<file path="src/rtl/chip8_pkg.sv">
// chip8_pkg: shared types and constants for the CHIP-8 register/memory
// transfer sequencer (Fx55 / Fx65).
//   state_t     : sequencer FSM states
//   DIR_STORE   : regs -> mem (Fx55)
//   DIR_LOAD    : mem -> regs (Fx65)
//   ADDR_W_DEF  : default RAM address width
//   DATA_W_DEF  : default register / memory data width
//   REG_COUNT   : number of V registers
//   SEL_W       : register select width
package chip8_pkg;

  localparam int ADDR_W_DEF = 12;
  localparam int DATA_W_DEF = 8;
  localparam int REG_COUNT  = 16;
  localparam int SEL_W      = $clog2(REG_COUNT);

  localparam logic DIR_STORE = 1'b0;
  localparam logic DIR_LOAD  = 1'b1;

  typedef enum logic [2:0] {
    IDLE,
    STORE,
    LOAD,
    LOAD_TAIL,
    DONE
  } state_t;

endpackage

</file>
<file path="src/rtl/reg_mem_transfer.sv">
// reg_mem_transfer: sequencer for CHIP-8 Fx55 (store V0..Vx to RAM at I) and
// Fx65 (load V0..Vx from RAM at I). Moves one register per cycle, then pulses
// done for one cycle.
//
// Ports
//   clk, reset                  clock, async active-high reset
//   start, dir, last_reg,
//   base_addr                   request; sampled only in IDLE
//   busy, done                  status; done is a 1-cycle pulse in the last cycle
//   rf_select_out, rf_out_data  register-file async read port
//   rf_we, rf_select_in,
//   rf_in_data                  register-file write port
//   mem_addr, mem_we,
//   mem_wdata, mem_rdata        synchronous RAM port (read data 1 cycle late)
//   i_upd_en, i_upd_val         I-register update strobe / value
//
// Build option: CHIP8_I_INCREMENT_EN
//   defined   -> in DONE, i_upd_en=1 and i_upd_val=I+x+1 (COSMAC behaviour)
//   undefined -> i_upd_en / i_upd_val tied to 0 (I unchanged)
module reg_mem_transfer
  import chip8_pkg::*;
#(
  parameter int ADDR_W = ADDR_W_DEF,
  parameter int DATA_W = DATA_W_DEF
) (
  input  logic              clk,
  input  logic              reset,
  input  logic              start,
  input  logic              dir,
  input  logic [SEL_W-1:0]  last_reg,
  input  logic [ADDR_W-1:0] base_addr,
  output logic              busy,
  output logic              done,
  output logic [SEL_W-1:0]  rf_select_out,
  input  logic [DATA_W-1:0] rf_out_data,
  output logic              rf_we,
  output logic [SEL_W-1:0]  rf_select_in,
  output logic [DATA_W-1:0] rf_in_data,
  output logic [ADDR_W-1:0] mem_addr,
  output logic              mem_we,
  output logic [DATA_W-1:0] mem_wdata,
  input  logic [DATA_W-1:0] mem_rdata,
  output logic              i_upd_en,
  output logic [ADDR_W-1:0] i_upd_val
);

  state_t           state;
  logic [SEL_W-1:0] idx;
  logic [SEL_W-1:0] x_q;

  // Data paths stay combinational: the register file read and the RAM read
  // both land in the same cycle the matching strobe is high. Gating keeps
  // them at zero whenever no write is in progress.
  assign mem_wdata  = mem_we ? rf_out_data : '0;
  assign rf_in_data = rf_we  ? mem_rdata   : '0;

`ifndef CHIP8_I_INCREMENT_EN
  assign i_upd_en  = 1'b0;
  assign i_upd_val = '0;
`endif

  // mem_addr itself is the running base+k pointer; it is left at base+x
  // through LOAD_TAIL so that I+x+1 is simply mem_addr+1 on entry to DONE.
  always_ff @(posedge clk or posedge reset) begin
    if (reset) begin
      state         <= IDLE;
      idx           <= '0;
      x_q           <= '0;
      busy          <= 1'b0;
      done          <= 1'b0;
      rf_select_out <= '0;
      rf_we         <= 1'b0;
      rf_select_in  <= '0;
      mem_addr      <= '0;
      mem_we        <= 1'b0;
`ifdef CHIP8_I_INCREMENT_EN
      i_upd_en      <= 1'b0;
      i_upd_val     <= '0;
`endif
    end else begin
      case (state)
        IDLE: begin
          if (start) begin
            x_q           <= last_reg;
            idx           <= '0;
            busy          <= 1'b1;
            mem_addr      <= base_addr;
            rf_select_out <= '0;
            if (dir == DIR_STORE) begin
              state  <= STORE;
              mem_we <= 1'b1;
            end else begin
              state  <= LOAD;
            end
          end
        end

        STORE: begin
          if (idx == x_q) begin
            state         <= DONE;
            mem_we        <= 1'b0;
            done          <= 1'b1;
            rf_select_out <= '0;
            mem_addr      <= '0;
`ifdef CHIP8_I_INCREMENT_EN
            i_upd_en      <= 1'b1;
            i_upd_val     <= mem_addr + ADDR_W'(1);
`endif
          end else begin
            idx           <= idx + SEL_W'(1);
            rf_select_out <= idx + SEL_W'(1);
            mem_addr      <= mem_addr + ADDR_W'(1);
          end
        end

        // Read data for address k arrives in the following cycle, so the
        // register write trails the address by one (select = k-1).
        LOAD: begin
          rf_we        <= 1'b1;
          rf_select_in <= idx;
          if (idx == x_q) begin
            state <= LOAD_TAIL;
          end else begin
            idx      <= idx + SEL_W'(1);
            mem_addr <= mem_addr + ADDR_W'(1);
          end
        end

        LOAD_TAIL: begin
          state        <= DONE;
          rf_we        <= 1'b0;
          rf_select_in <= '0;
          done         <= 1'b1;
          mem_addr     <= '0;
`ifdef CHIP8_I_INCREMENT_EN
          i_upd_en     <= 1'b1;
          i_upd_val    <= mem_addr + ADDR_W'(1);
`endif
        end

        DONE: begin
          state <= IDLE;
          done  <= 1'b0;
          busy  <= 1'b0;
`ifdef CHIP8_I_INCREMENT_EN
          i_upd_en  <= 1'b0;
          i_upd_val <= '0;
`endif
        end

        default: state <= IDLE;
      endcase
    end
  end

endmodule

</file>
<file path="config.mk">
export PLATFORM = sky130hd
export DESIGN_NAME = reg_mem_transfer
export DESIGN_NICKNAME = d
export VERILOG_FILES = /design/src/rtl/chip8_pkg.sv /design/src/rtl/reg_mem_transfer.sv
export SDC_FILE = /design/constraint.sdc
export NUM_CORES = 1
export LEC_CHECK = 0
export ABC_AREA = 0
export ABC_CLOCK_PERIOD_IN_PS = 1600
export CORE_MARGIN = 2
export CORE_UTILIZATION = 38
export CTS_CLUSTER_DIAMETER = 50
export DETAILED_ROUTE_END_ITERATION = 6
export PLACE_DENSITY = 0.76
export SLEW_MARGIN = 30
export SYNTH_ARGS = -nofsm -noshare
export SYNTH_HDL_FRONTEND = slang
export SYNTH_SLANG_ARGS = --single-unit
</file>
<file path="constraint.sdc">
create_clock -name clk -period 1.6 [get_ports clk]
set_input_delay 0.4 -clock clk [delete_from_list [all_inputs] [get_ports clk]]
set_output_delay 0.4 -clock clk [all_outputs]
set_load 0.01 [all_outputs]
</file>
# Word level (Yosys, flattened, before mapping)
# Cells that the tools add are included.
[word_totals]
ff_bits = 35
in_bits = 36
out_inout_bits = 53
elab_cells = 65
[op_classes]
muxes = 26
n_eq_ne = 11
reduce_logical = 16
n_addsub = 2
[ops]
columns = ["cell", "count"]
rows = [
  ["one-hot mux 12 bit (4 select lines)", 1],
  ["2-to-1 mux 12 bit", 3],
  ["one-hot mux 4 bit (2 select lines)", 3],
  ["2-to-1 mux 8 bit", 2],
  ["adder 12 x 1 -> 12 bit (second input constant)", 1],
  ["2-to-1 mux 4 bit", 3],
  ["inequality test 2 bit (second input constant)", 6],
  ["one-hot mux 3 bit (4 select lines)", 1],
  ["2-to-1 mux 3 bit", 3],
  ["AND reduction 3 bit", 3],
  ["AND reduction 2 bit", 4],
  ["nonzero test 2 bit", 4],
  ["== test 3 x 2 -> 1 bit (second input constant)", 2],
  ["one-hot mux 1 bit (2 select lines)", 3],
  ["2-to-1 mux 1 bit", 5],
  ["adder 4 x 1 -> 4 bit (second input constant)", 1],
  ["== test 4 bit", 1],
  ["AND reduction 4 bit", 1],
  ["nonzero test 4 bit", 1],
  ["== test 3 x 1 -> 1 bit (second input constant)", 1],
  ["== test 3 bit (second input constant)", 1],
  ["zero test 3 bit", 1],
  ["one-hot mux 1 bit (3 select lines)", 1],
  ["nonzero test 3 bit", 1],
  ["2 further kinds", 2],
]

# Logic depth before layout (Yosys ltp)
[depth]
word_depth = 4
depth_mapped = 7
ltp_nobuf = 6

# Worst setup path before layout
# No wires, ideal clock.
[synth_path]
path_kind = "register -> register"
start = "register idx[0]"
end = "register mem_addr[2]"
slack_ns = -0.009
t_required_ns = 1.479
n_path_buf = 1
synth_period_minus_slack_ns = 1.609
setup_ns = 0.121
arrival_time_ns = 1.488
path_stages_with_launch = 7
cell_sequence = "dfrtp_1 -> xnor2_1 -> nand4_1 -> a21o_1 -> buf_6 -> a32o_1 -> a22o_1"
[synth_between]
elab_chain_cells = 3
[synth_rtl]
columns = ["element", "line", "rtl"]
rows = [
  ["start, declared", "reg_mem_transfer.sv:48", "logic [SEL_W-1:0] idx;"],
  ["start signal, assigned", "reg_mem_transfer.sv:110", "idx <= idx + SEL_W'(1);"],
  ["start signal, assigned", "reg_mem_transfer.sv:124", "idx <= idx + SEL_W'(1);"],
  ["== test 4 bit (*)", "reg_mem_transfer.sv:99, reg_mem_transfer.sv:121", ""],
  ["2-to-1 mux 12 bit or inequality test 2 bit (tied branches)", "-", ""],
  ["one-hot mux 12 bit (4 select lines) or AND reduction 3 bit (tied branches)", "-", ""],
  ["end signal, assigned", "reg_mem_transfer.sv:87", "mem_addr <= base_addr;"],
  ["end signal, assigned", "reg_mem_transfer.sv:112", "mem_addr <= mem_addr + ADDR_W'(1);"],
  ["end signal, assigned", "reg_mem_transfer.sv:125", "mem_addr <= mem_addr + ADDR_W'(1);"],
  ["end, declared", "reg_mem_transfer.sv:39", "output logic [ADDR_W-1:0] mem_addr,"],
]
# Mark *: on every way between the ends. The rest lies on a longest branch, timed or not.
# A chain may end at the register's enable or synchronous reset.

# Worst setup path in the final report
[layout_path]
start = "register idx[3]"
end = "register mem_addr[2]"
# The elaborated chain is that of the path after synthesis.

==> metrics.yaml <==
status:
  status: "finished, violations left"
  violations: "negative setup slack"
yosys:
  yosysTopAreaCellShare_pct: 42.3
  synth_area_leaders: "dfrtp_1, buf_4, nand2_1"
  synth_top_cell_by_area: "dfrtp_1"
  yosys-top-cells-count: "dfrtp_1, nand2_1, and2_1, buf_4, o21ai_1"
  yosysSeqAreaShare_pct: 42.3
  synth-seq-cells: 35
  async_reset_ff_share_pct: 100
  synthDistinctLibCells: 51
  synth_cells: 236
  ys_warn_count: 0
  synth-main-ff-cell: "dfrtp_1"
  synth_area_um2: 2070
  synth_edf_count: 0
  synth.avg_cell_area_um2: 8.77
  yosys.cell_count.top_type: "dfrtp_1"
grt:
  grt_first_pass_wirelength_mm: 9.07
  grt_usage_pct: 18.7
  gr-total-overflow: 0
  grt_antenna_before_repair: 0
  grt_pass1_vias: 1966
  grt_max_degree: 36
power_and_ir_drop:
  power_mw: 6.60
  peakVddDrop_v: 0.00123
  power.density_nw_per_um2: 1960
  p_leak_nw: 1.66
sta:
  finalWorstSetupSlack_ns: -0.0350
  period_share_pct: 102
  hold_violations: 0
  max_freq_mhz: 612
  period_needed_ns: 1.64
  finClkSkew_ns: 0.00523
  rsz0062_at_grt: "true"
  slew_viol_final: 0
  finalSetupViolations: 6
floorplan:
  core_um2: 5170
  pin_count: 89
  rows: 26
  die_h_um: 77.8
  die_w_um: 77.8
  die_area_um2: 6060
  start_util_pct: 40.0
worst_setup_path:
  arrival_ns: 1.80
  critPathLaunchType: "flop"
  path_buf_inv: 1
  cp_slowest_cell: "dfrtp_1"
  crit_chain: "xnor2_1 -> nand4_1 -> buf_6 -> a21o_4 -> a32o_1 -> a22o_1"
  crit_required_ns: 1.77
  path_max_fanout: 6
  cp_top_family: "compound AO/OA/AOI/OAI gates"
  crit_type: "flop to flop"
  max_stage_delay_ns: 0.42
  critPathCaptureType: "flop"
placement:
  numPortBuffers: 75
  dp.cells: 406
  place.gp.congestion: 0.773
  dpl.hpwl_mm: 3.95
detailed_routing:
  vias: 2156
  wl_met3_um: 512
  wire_per_inst_um: 13.9
  wl_met2_mm: 2.86
  highest_layer: "met4"
  routed_wl_mm: 5.95
  drc_errors: 0
  drt-initial-drc-count: 138
  drt_first_pass_iters: 4
  met1Wirelength_mm: 2.44
  via_per_inst: 5.03
  drtAntennaViolNets: 0
cts:
  cts_tree: "built"
  clockBufferDepth: 2
  cts_max_level: 2
  clkTransAtPathRegs_ns: 0.07
  worstSkewPairLatency_ns: 0.29
  root_buffer: "clkbuf_8"
  clkSinkCount: 35
  numCtsBuffers: 5
final_layout:
  layout-drive-gt1-share_pct: 28.7
  layoutNonFillerInstCount: 429
  finalNetCount: 396
  syn2layout_area_growth_pct: 62.5
  antenna_cells_inserted: 0
flow_run:
  cap_violations: 0
hold_path:
  hold_class: "primary input to async pin"
[cells by family (layout without fill, tap and decap cells)]
| kind of cell | Yosys count | in the layout | synth area share (%) |
|---|---|---|---|
| AO/OA/AOI/OAI | 63 | 63 | 19.9 |
| multiplexers | 2 | 2 | 1.03 |
| adder cells (fa/ha/maj) | 2 | 2 | 1.21 |
| XOR/XNOR | 6 | 6 | 2.54 |
| buffers and inverters | 35 | 146 | 9.79 |
| flip-flops | 35 | 35 | 42.3 |
| AND/OR/NAND/NOR | 92 | 92 | 23.1 |
| other | 1 | 13 | 0.181 |
[tightest hold or removal path, cell delays in order]
cell             delay (ns)
clkdlybuf4s50_1        0.39
inv_1                  0.09
buf_12                 0.22
[worst paths after layout]
| kind | start | endpoint | slack, ns | depth (start not counted) |
|---|---|---|---|---|
| max in group asynchronous | reset | state[1] | 0.95 | 3 |
| max reg2reg | idx[3] | mem_addr[2] | -0.04 | 6 |
| min reg2reg | rf_select_in[0] | rf_select_in[0] | 0.48 | 2 |
| min in group clk | rf_select_in[0] | rf_select_in[0] | 0.48 | 2 |
| max | idx[3] | mem_addr[2] | -0.04 | 6 |
| min | reset | mem_addr[3] | 0.45 | 3 |
[area by class of cell]
class	instances	area, µm²
Clock inverter	1	5.00
Multi-Input combinational cell	178	1170
Timing Repair Buffer	126	1100
Fill cell	434	1810
Sequential cell	35	882
Tap cell	70	87.6
Clock buffer	7	76.3
Inverter	12	45.0
[layer usage]
layer / vias up / global-route usage, %
met4: 0 / 8.75
li1: 1049 / -
met5: - / 0
met3: 13 / 4.88
met2: 100 / 29.4
met1: 994 / 24.0
[stage by stage]
step	hold slack, ns	utilization, %	setup slack (ns)	area, µm²	TNS, ns
floorplan	0.467	-	-0.00402	2120	-0.00402
global placement	0.462	59.5	-0.311	3080	-7.86
detailed placement	0.481	59.5	-0.320	3080	-8.06
CTS	0.456	61.8	-0.0535	3190	-0.0535
global route	0.483	65.0	-0.103	3360	-0.743
finish	0.450	65.0	-0.0350	3360	-0.0979
[report_power, final]
| group | leakage [nW] | switching, mW | internal [mW] |
|---|---|---|---|
| Sequential | 0.434 | 0.362 | 1.30 |
| Combinational | 1.19 | 2.07 | 2.26 |
| Clock | 0.0422 | 0.311 | 0.305 |
| Total | 1.66 | 2.74 | 3.86 |
[flip-flops by register name (all words and copies together) (netlist names)]
register       flops
idx                4
rf_select_out      4
x_q                4
busy               1
mem_we             1
rf_we              1
mem_addr          12
state              3
rf_select_in       4
done               1
[placed cells by master, fill, tap and decap left out, types with 3 or more instances in the layout]
cell and count:
a21oi_1 9, dlymetal6s2s_1 10, and2_1 16, o2bb2ai_1 3, dfrtp_1 30, nand2b_1 6
buf_6 4, a21oi_2 3, nor2_1 8, nand3_1 7, buf_2 16, nand2_1 27
clkbuf_8 5, inv_1 12, nand4_1 3, o21ai_0 5, buf_4 45, nor3_1 6
o21ai_1 15, a22o_1 5, xnor2_1 5, dfrtp_2 5, conb_1 13, clkdlybuf4s50_1 36
dlygate4sd2_1 13
[repair_timing]
item                                    in CTS  in global routing
gates resized for setup                     87                 35
pin swaps                                    5                 10
hold buffers                                 0                  0
setup buffers                               10                  5
endpoints found under the setup margin      42                 32
Power figures use the tool's default switching activity.
